`src/rtl/vga_pkg.sv`:
```
// rtl/vga_pkg.sv - shared VGA pipeline constants and types
//
// Purpose: screen geometry and the rectangle-motion state type, shared by
//          the drawing stages of the VGA pipeline.
// Ports:   none (package).

package vga_pkg;

   localparam int HOR_PIXELS = 800;
   localparam int VER_PIXELS = 600;

   // Encoding is visible on state_o, so keep the values fixed.
   typedef enum logic [1:0] {
      FOLLOW = 2'd0,
      FALL   = 2'd1,
      REST   = 2'd2
   } rect_state_t;

endpackage

```
`src/rtl/vga_if.sv`:
```
// rtl/vga_if.sv - VGA timing/pixel bundle passed between drawing stages
//
// Purpose: carries the raster counters, sync/blank strobes and pixel colour
//          from one drawing stage to the next.
// Ports:   modport out - driving stage (all signals output)
//          modport in  - consuming stage or timing tap (all signals input)

interface vga_if;

   logic [10:0] vcount;
   logic        vsync;
   logic        vblnk;
   logic [10:0] hcount;
   logic        hsync;
   logic        hblnk;
   logic [11:0] rgb;

   modport out (
      output vcount, vsync, vblnk, hcount, hsync, hblnk, rgb
   );

   modport in (
      input  vcount, vsync, vblnk, hcount, hsync, hblnk, rgb
   );

endinterface

```
`src/rtl/edge_det.sv`:
```
// rtl/edge_det.sv - registered rising-edge pulse detector
//
// Purpose: emits a one-cycle pulse on the cycle after din rises 0->1.
// Ports:   clk   in  clock
//          rst   in  asynchronous active-high reset
//          din   in  level to watch (already synchronous to clk)
//          pulse out registered one-cycle rising-edge pulse

module edge_det (
   input  logic clk,
   input  logic rst,
   input  logic din,
   output logic pulse
);

   logic prev;
   logic primed;

   // primed stays low for the first cycle after reset so that a level which
   // is already high at reset release is taken as history, not as an edge.
   always_ff @(posedge clk or posedge rst) begin
      if (rst) begin
         prev   <= 1'b0;
         primed <= 1'b0;
         pulse  <= 1'b0;
      end else begin
         prev   <= din;
         primed <= 1'b1;
         pulse  <= primed & din & ~prev;
      end
   end

endmodule

```
`src/rtl/draw_rect_ctl.sv`:
```
// rtl/draw_rect_ctl.sv - frame-rate follow/fall/bounce controller for the rectangle
//
// Purpose: produces the rectangle top-left position. Tracks the mouse in
//          FOLLOW; a left click drops the rectangle under per-frame gravity
//          with damped floor bounces until it settles in REST.
// Ports:   clk        in  pixel clock
//          rst        in  asynchronous active-high reset
//          in         vga_if.in timing tap (only vblnk is used)
//          mouse_xpos in  mouse x, unsigned
//          mouse_ypos in  mouse y, unsigned
//          mouse_left in  left button level, synchronous to clk
//          xpos       out rectangle x, registered
//          ypos       out rectangle y, registered
//          state_o    out current state (FOLLOW=0, FALL=1, REST=2)

module draw_rect_ctl
   import vga_pkg::*;
#(
   parameter int RECT_HEIGHT  = 64,
   parameter int FLOOR_Y      = VER_PIXELS,
   parameter int GRAVITY      = 1,
   parameter int BOUNCE_SHIFT = 1,
   parameter int MIN_VEL      = 2,
   parameter int MAX_VEL      = 63
) (
   input  logic        clk,
   input  logic        rst,
   vga_if.in           in,
   input  logic [11:0] mouse_xpos,
   input  logic [11:0] mouse_ypos,
   input  logic        mouse_left,
   output logic [11:0] xpos,
   output logic [11:0] ypos,
   output logic [1:0]  state_o
);

   localparam int                 YLIM   = FLOOR_Y - RECT_HEIGHT;
   localparam logic [11:0]        YLIM_U = 12'(YLIM);
   localparam logic signed [12:0] YLIM_S = 13'(YLIM);
   localparam logic signed [11:0] GRAV_S = 12'(GRAVITY);
   localparam logic signed [11:0] MAXV_S = 12'(MAX_VEL);
   localparam logic signed [11:0] MINV_S = 12'(MIN_VEL);

   logic tick;
   logic click;

   edge_det u_tick_det (
      .clk   (clk),
      .rst   (rst),
      .din   (in.vblnk),
      .pulse (tick)
   );

   edge_det u_click_det (
      .clk   (clk),
      .rst   (rst),
      .din   (mouse_left),
      .pulse (click)
   );

   rect_state_t        state;
   rect_state_t        state_nxt;
   logic signed [11:0] vel;
   logic signed [11:0] vel_nxt;
   logic [11:0]        xpos_nxt;
   logic [11:0]        ypos_nxt;

   logic signed [11:0] vel_sum;
   logic signed [11:0] vel_n;
   logic signed [12:0] y_n;
   logic signed [11:0] rebound;
   logic [11:0]        mouse_y_clamped;

   // One physics step's worth of candidate values; only consumed on a tick.
   always_comb begin
      vel_sum         = vel + GRAV_S;
      vel_n           = (vel_sum > MAXV_S) ? MAXV_S : vel_sum;
      // ypos is never above YLIM, so 13 signed bits hold position + velocity.
      y_n             = $signed({1'b0, ypos}) + $signed({vel_n[11], vel_n});
      rebound         = vel_n >>> BOUNCE_SHIFT;
      mouse_y_clamped = (mouse_ypos > YLIM_U) ? YLIM_U : mouse_ypos;
   end

   always_comb begin
      state_nxt = state;
      vel_nxt   = vel;
      xpos_nxt  = xpos;
      ypos_nxt  = ypos;
      case (state)
         FOLLOW: begin
            if (click) begin
               // Position freezes on the click cycle itself.
               state_nxt = FALL;
               vel_nxt   = '0;
            end else begin
               xpos_nxt = mouse_xpos;
               ypos_nxt = mouse_y_clamped;
            end
         end
         FALL: begin
            // A click pre-empts any physics step that lands on the same cycle.
            if (click) begin
               state_nxt = FOLLOW;
               vel_nxt   = '0;
            end else if (tick) begin
               if (y_n >= YLIM_S) begin
                  ypos_nxt = YLIM_U;
                  if (rebound < MINV_S) begin
                     state_nxt = REST;
                     vel_nxt   = '0;
                  end else begin
                     vel_nxt = -rebound;
                  end
               end else if (y_n < 13'sd0) begin
                  ypos_nxt = '0;
                  vel_nxt  = '0;
               end else begin
                  ypos_nxt = y_n[11:0];
                  vel_nxt  = vel_n;
               end
            end
         end
         REST: begin
            if (click) begin
               state_nxt = FOLLOW;
            end
         end
         default: begin
            // Encoding 3 should never occur; recover to a known state.
            state_nxt = FOLLOW;
            vel_nxt   = '0;
         end
      endcase
   end

   always_ff @(posedge clk or posedge rst) begin
      if (rst) begin
         state <= FOLLOW;
         vel   <= '0;
         xpos  <= '0;
         ypos  <= '0;
      end else begin
         state <= state_nxt;
         vel   <= vel_nxt;
         xpos  <= xpos_nxt;
         ypos  <= ypos_nxt;
      end
   end

   assign state_o = state;

endmodule
```
`src/flat_wrapper.sv`:
```
// flat-port wrapper written by rule: the top's interface ports become plain ports
module draw_rect_ctl_flat import vga_pkg::*;
#(
   parameter int RECT_HEIGHT  = 64,
   parameter int FLOOR_Y      = VER_PIXELS,
   parameter int GRAVITY      = 1,
   parameter int BOUNCE_SHIFT = 1,
   parameter int MIN_VEL      = 2,
   parameter int MAX_VEL      = 63
)
  (clk, rst, mouse_xpos, mouse_ypos, mouse_left, xpos, ypos, state_o, in_vcount, in_vsync, in_vblnk, in_hcount, in_hsync, in_hblnk, in_rgb);
  vga_if in_i ();
  input  logic clk;
  input  logic rst;
  input  logic [11:0] mouse_xpos;
  input  logic [11:0] mouse_ypos;
  input  logic mouse_left;
  output logic [11:0] xpos;
  output logic [11:0] ypos;
  output logic [1:0] state_o;
  input wire logic [$bits(in_i.vcount)-1:0] in_vcount;
  input wire logic [$bits(in_i.vsync)-1:0] in_vsync;
  input wire logic [$bits(in_i.vblnk)-1:0] in_vblnk;
  input wire logic [$bits(in_i.hcount)-1:0] in_hcount;
  input wire logic [$bits(in_i.hsync)-1:0] in_hsync;
  input wire logic [$bits(in_i.hblnk)-1:0] in_hblnk;
  input wire logic [$bits(in_i.rgb)-1:0] in_rgb;
  assign in_i.vcount = in_vcount;
  assign in_i.vsync = in_vsync;
  assign in_i.vblnk = in_vblnk;
  assign in_i.hcount = in_hcount;
  assign in_i.hsync = in_hsync;
  assign in_i.hblnk = in_hblnk;
  assign in_i.rgb = in_rgb;
  draw_rect_ctl #(.RECT_HEIGHT(RECT_HEIGHT), .FLOOR_Y(FLOOR_Y), .GRAVITY(GRAVITY), .BOUNCE_SHIFT(BOUNCE_SHIFT), .MIN_VEL(MIN_VEL), .MAX_VEL(MAX_VEL)) u_core (.clk(clk), .rst(rst), .in(in_i), .mouse_xpos(mouse_xpos), .mouse_ypos(mouse_ypos), .mouse_left(mouse_left), .xpos(xpos), .ypos(ypos), .state_o(state_o));
endmodule
```
`config.mk`:
```
export PLATFORM = sky130hd
export DESIGN_NAME = draw_rect_ctl_flat
export DESIGN_NICKNAME = d
export VERILOG_FILES = /design/src/rtl/vga_pkg.sv /design/src/rtl/vga_if.sv /design/src/rtl/edge_det.sv /design/src/rtl/draw_rect_ctl.sv /design/src/flat_wrapper.sv
export SDC_FILE = /design/constraint.sdc
export NUM_CORES = 1
export LEC_CHECK = 0
export BUFFER_PORTS_ARGS = -buffer_cell sky130_fd_sc_hd__buf_2
export CAP_MARGIN = 20
export CORE_UTILIZATION = 50
export CTS_CLUSTER_DIAMETER = 80
export DETAILED_ROUTE_END_ITERATION = 7
export GPL_TIMING_DRIVEN = 0
export PLACE_DENSITY = 0.77
export SYNTH_ARGS = -nofsm -noshare
export SYNTH_HDL_FRONTEND = slang
export SYNTH_SLANG_ARGS = --single-unit
```
`constraint.sdc`:
```
create_clock -name clk -period 7.7 [get_ports clk]
set_clock_uncertainty 0.15 [all_clocks]
set_input_delay 0 -clock clk [delete_from_list [all_inputs] [get_ports clk]]
set_output_delay 0 -clock clk [all_outputs]
set_load 0.02 [all_outputs]
```
==> impl_summary.md <==
Run status
The flow ran to the end, and the final reports show no timing, DRC or antenna violations.

Yosys
The sequential share of the synthesized area is 0.3362. After technology mapping, the gate count stands at 361. The net count of the mapped netlist is between 400 and 500. The netlist uses 66 different library cells. After synthesis, the mean cell area works out to approximately 8.9 um2.

For this run, asynchronously set or reset flops after synthesis account for 1.000. The number of warnings reported in the yosys synthesis log is 0. The most used flip-flop cell after synthesis is dfrtp_1. Counting flops with a built-in enable in the synthesized netlist gives 0.

After synthesis the cells add up to 3201 um2. Counting flops and latches in the post-synthesis netlist gives 43.

Route
The number of optimization iterations in the first detailed-route pass is 5. The routed metal-1 wirelength is 3889 um. The count of antenna-violating nets left after detailed routing is 0. The overall via count from detail_route is between 3000 and 4000.

In the final routed layout, each cell accounts on average for 17.53 um. In the detailed route, the total length drawn on met3 is around 640 um. The total met2 wirelength after detailed routing is 4414 um.

The DRC marker count from the first detailed-route iteration is 208. The final layout contains routed wiring with a total length of about 9200 um. The count of unresolved DRC violations after routing is 0. Signal routing reaches up to met4. The via count normalized by instance count is 6.147.

STA
Summed over all failing endpoints, the final setup total negative slack is 0 ns. The number of hold violations in the final report came to 0. Setup repair after global routing left no endpoint under its margin. The count of final max-slew check failures is 0. The slew at the pin with the worst max-slew slack is 0.8370 ns. For this run, the top clock speed supported by timing is 141.3 MHz. The worst slew slack as a fraction of its limit is 0.4377. The worst hold margin is approximately 0.051 ns. The smallest clock period supported by the final layout is computed as 7.078 ns.

Setup violations remaining at the end of the flow were counted as 0. Of the available clock period, the critical path in the final layout requires 0.9192.

Worst setup path
The data arrival time at the worst-slack endpoint is 7.18 ns. The required time of the worst setup path is 7.80 ns. Among cell families on the critical path, the largest total delay comes from simple AND/OR/NAND/NOR gates. The type of destination of the critical path is a flip-flop. For this design, the slowest cell found on the critical path is nor3_1. The total buffers and inverters traversed by the critical path is 4. The startpoint kind of the worst setup timing path is a flip-flop. The largest driver fanout on the critical path is 10. The critical path is of the reg2reg type.

The delay of the slowest critical-path stage is 0.69 ns.

Cells and area
The area overhead of the layout relative to synthesis is 24.24%. After routing the design area is 3976 um2. Summing all multi-input logic gate instances after layout gives 1982 um2. In the final layout, the share of cells above drive strength 1 is 0.2071. In the final design database the tool counted 528 nets.

Fill cells in the final layout number 483. The count of inserted antenna diode cells is 0. The library cell used most frequently in the layout, excluding fill and tap cells, is buf_2.

The finished layout holds between 500 and 600 standard cells, fillers aside. The sequential cells in the finished layout cover a total of 1076 um2. Leaving out fill and tap cells, the most frequent cells in the layout are 56 x buf_2, 43 x dfrtp_1, 37 x nand2_1.

Clock tree
TritonCTS built the clock tree. Clock latency on the worst-skew pair, taken at its later pin, is 0.31 ns. In this run the clock root is driven by a clkbuf_8.

The number of buffers inserted during clock tree synthesis is 5. The clock edge transition at the registers on the reported setup and hold paths is ~0.10 ns. The maximum number of buffers from clock root to sink is 2. CTS built an H-tree with a depth of 2.

The buffers inserted during post-CTS setup optimization is 0. The number of sinks driven by the clock tree is 43.

Floorplan
The I/O pin count is 91. The height of the chip is 82.01 um. For this configuration, the core starts out at a cell density of 0.5281.

The die area is 6725 um2. Measured along the x axis, the die boundary spans 82.01 um. The standard cell core area is 6061 um2. After floorplanning, the core was divided into 28 placement rows.

Power
For this design the ratio of total power to cell area is 516.0 nW/um2. The design draws slightly above 0.002 W. Of the total power, the share spent switching nets is 0.5064.

Of the total power, combinational logic draws 0.697. The analysis attributes to cell leakage a power of 1.741 nW. Of the total power, registers draw 0.197.

The internal power of the cells totals approximately 0.0010 W. The net switching power figure is 0.001039 W. The highest ir drop seen on vdd is 0.2783 mV. The fraction of power consumed by the clock network is 0.106.

Placed design
The placed instances occupy a cell area of 3580 um2. The post-detailed-placement half-perimeter wirelength is 6304 um. The last weighted congestion value of the routability-driven placer is 0.8955. The instance count after placement with tap cells included is 490. The number of I/O port buffers is 53.

GRT
The initial antenna violation count is 0. The largest net degree at the start of global routing is 31. The number of global-route vias before repair is 3021. Global routing finished with a remaining overflow of 0. The overall routing resource usage is 0.2910. The wire length of the first global-routing pass is 14630 um.

Flow run
Across the run, the number of max-cap violations was 0.

Worst hold path
The tightest min-delay check is of the in2async type.
==> repair_timing <==
| action | CTS | global route |
|---|---|---|
| hold buffers | 26 | 0 |
| endpoints found under the hold margin | 69 | 0 |
| resized for setup | 0 | 0 |
==> cell usage after synthesis, drive strengths merged, types with 2 or more instances <==
library cell / count / share of area
a21oi: 22 / 0.034
buf: 8 / 0.020
o21a: 4 / 0.0094
a221o: 3 / 0.0094
o31a: 2 / 0.0055
clkbuf: 6 / 0.0070
a31oi: 2 / 0.0039
a221oi: 2 / 0.0055
a32o: 2 / 0.0063
nand3: 13 / 0.022
maj3: 3 / 0.0094
nor2b: 4 / 0.0078
inv: 15 / 0.018
a21o: 2 / 0.0047
a211oi: 6 / 0.014
a21bo: 2 / 0.0063
nand4: 3 / 0.011
o31ai: 3 / 0.0070
or3: 3 / 0.0059
ha: 14 / 0.055
and3: 3 / 0.0059
xor2: 9 / 0.025
xnor2: 12 / 0.033
mux2: 12 / 0.042
o311ai: 7 / 0.019
nor4: 4 / 0.0078
a32oi: 7 / 0.022
dfrtp: 43 / 0.34
a21boi: 2 / 0.0047
a41oi: 2 / 0.0055
nand2: 37 / 0.043
nor3: 11 / 0.017
a211o: 2 / 0.0055
o211ai: 6 / 0.018
or2: 2 / 0.0039
nor2: 35 / 0.041
nand2b: 4 / 0.0078
o21ai: 15 / 0.023
and2: 11 / 0.022
==> power groups by stage <==
stage | combinational (W) | sequential [W] | clock [W]
after floorplan | 0.000979 | 0.000467 | 0
after global placement | 0.00134 | 0.000403 | 0
after detailed placement | 0.00137 | 0.000405 | 0
after CTS | 0.00139 | 0.000402 | 0.000217
after global routing | 0.00155 | 0.000417 | 0.000226
final | 0.00143 | 0.000404 | 0.000217
==> logic make-up (layout without fill, tap and decap cells) <==
kind of cell,after synthesis,in the layout,synth area share
other,1,1,0.001172
AND/OR/NAND/NOR,136,136,0.2131
adder cells (fa/ha/maj),18,18,0.07037
XOR/XNOR,21,21,0.05747
buffers and inverters,29,117,0.04456
multiplexers,13,13,0.04535
AO/OA/AOI/OAI,100,100,0.2318
flip-flops,43,43,0.3362
==> area by class of cell <==
class / count / area share
clock inverters: 3 / 0.01699
plain buffers: 14 / 0.02171
clock buffers: 5 / 0.01731
multi-input cells: 289 / 0.4984
repair buffers: 80 / 0.1372
flip-flops and latches: 43 / 0.2706
well taps: 75 / 0.02360
inverters: 15 / 0.01416
==> metrics by stage <==
| step | worst slack, ns | utilization |
|---|---|---|
| after floorplan | 2.065 | - |
| after global placement | 0.8215 | 0.5873 |
| after detailed placement | 0.8228 | 0.5906 |
| after CTS | 0.7691 | 0.6561 |
| after global routing | 0.1352 | 0.6561 |
| final | 0.6218 | 0.6561 |
==> per-layer routing <==
metal  track usage  up-vias
met5             0        -
li1              -     1501
met3       0.04556       29
met4        0.1123        0
met2        0.4868      180
met1        0.3750     1511
==> worst paths after layout <==
| kind | depth (start not counted) | end | slack, ns | from |
|---|---|---|---|---|
| setup / recovery | 25 | u_core.vel[10] | 0.62 | u_core.vel[3] |
| hold / removal | 3 | u_core.ypos[2] | 0.05 | rst |
| setup reg to reg | 25 | u_core.vel[10] | 0.62 | u_core.vel[3] |
| hold reg to reg | 1 | u_core.u_click_det.pulse | 0.26 | u_core.u_click_det.prev |
| max in group asynchronous | 4 | u_core.ypos[10] | 6.87 | rst |
| min in group clk | 4 | u_core.ypos[4] | 0.10 | mouse_ypos[10] |
==> tightest hold or removal path: cells and delay by family <==
family / cells / cell delay (ns)
buffers and inverters: 3 / 0.92
==> registers in the layout, summed over array words and instances, names as in the netlist <==
| register | cells |
|---|---|
| u_core.vel | 12 |
| u_core.xpos | 12 |
| u_core.ypos | 12 |
| u_core.state_o | 2 |
| u_core.u_click_det.prev | 1 |
| u_core.u_click_det.primed | 1 |
| u_core.u_click_det.pulse | 1 |
| u_core.u_tick_det.prev | 1 |
| u_core.u_tick_det.pulse | 1 |
Note: power is estimated with default switching activity, not from simulation.
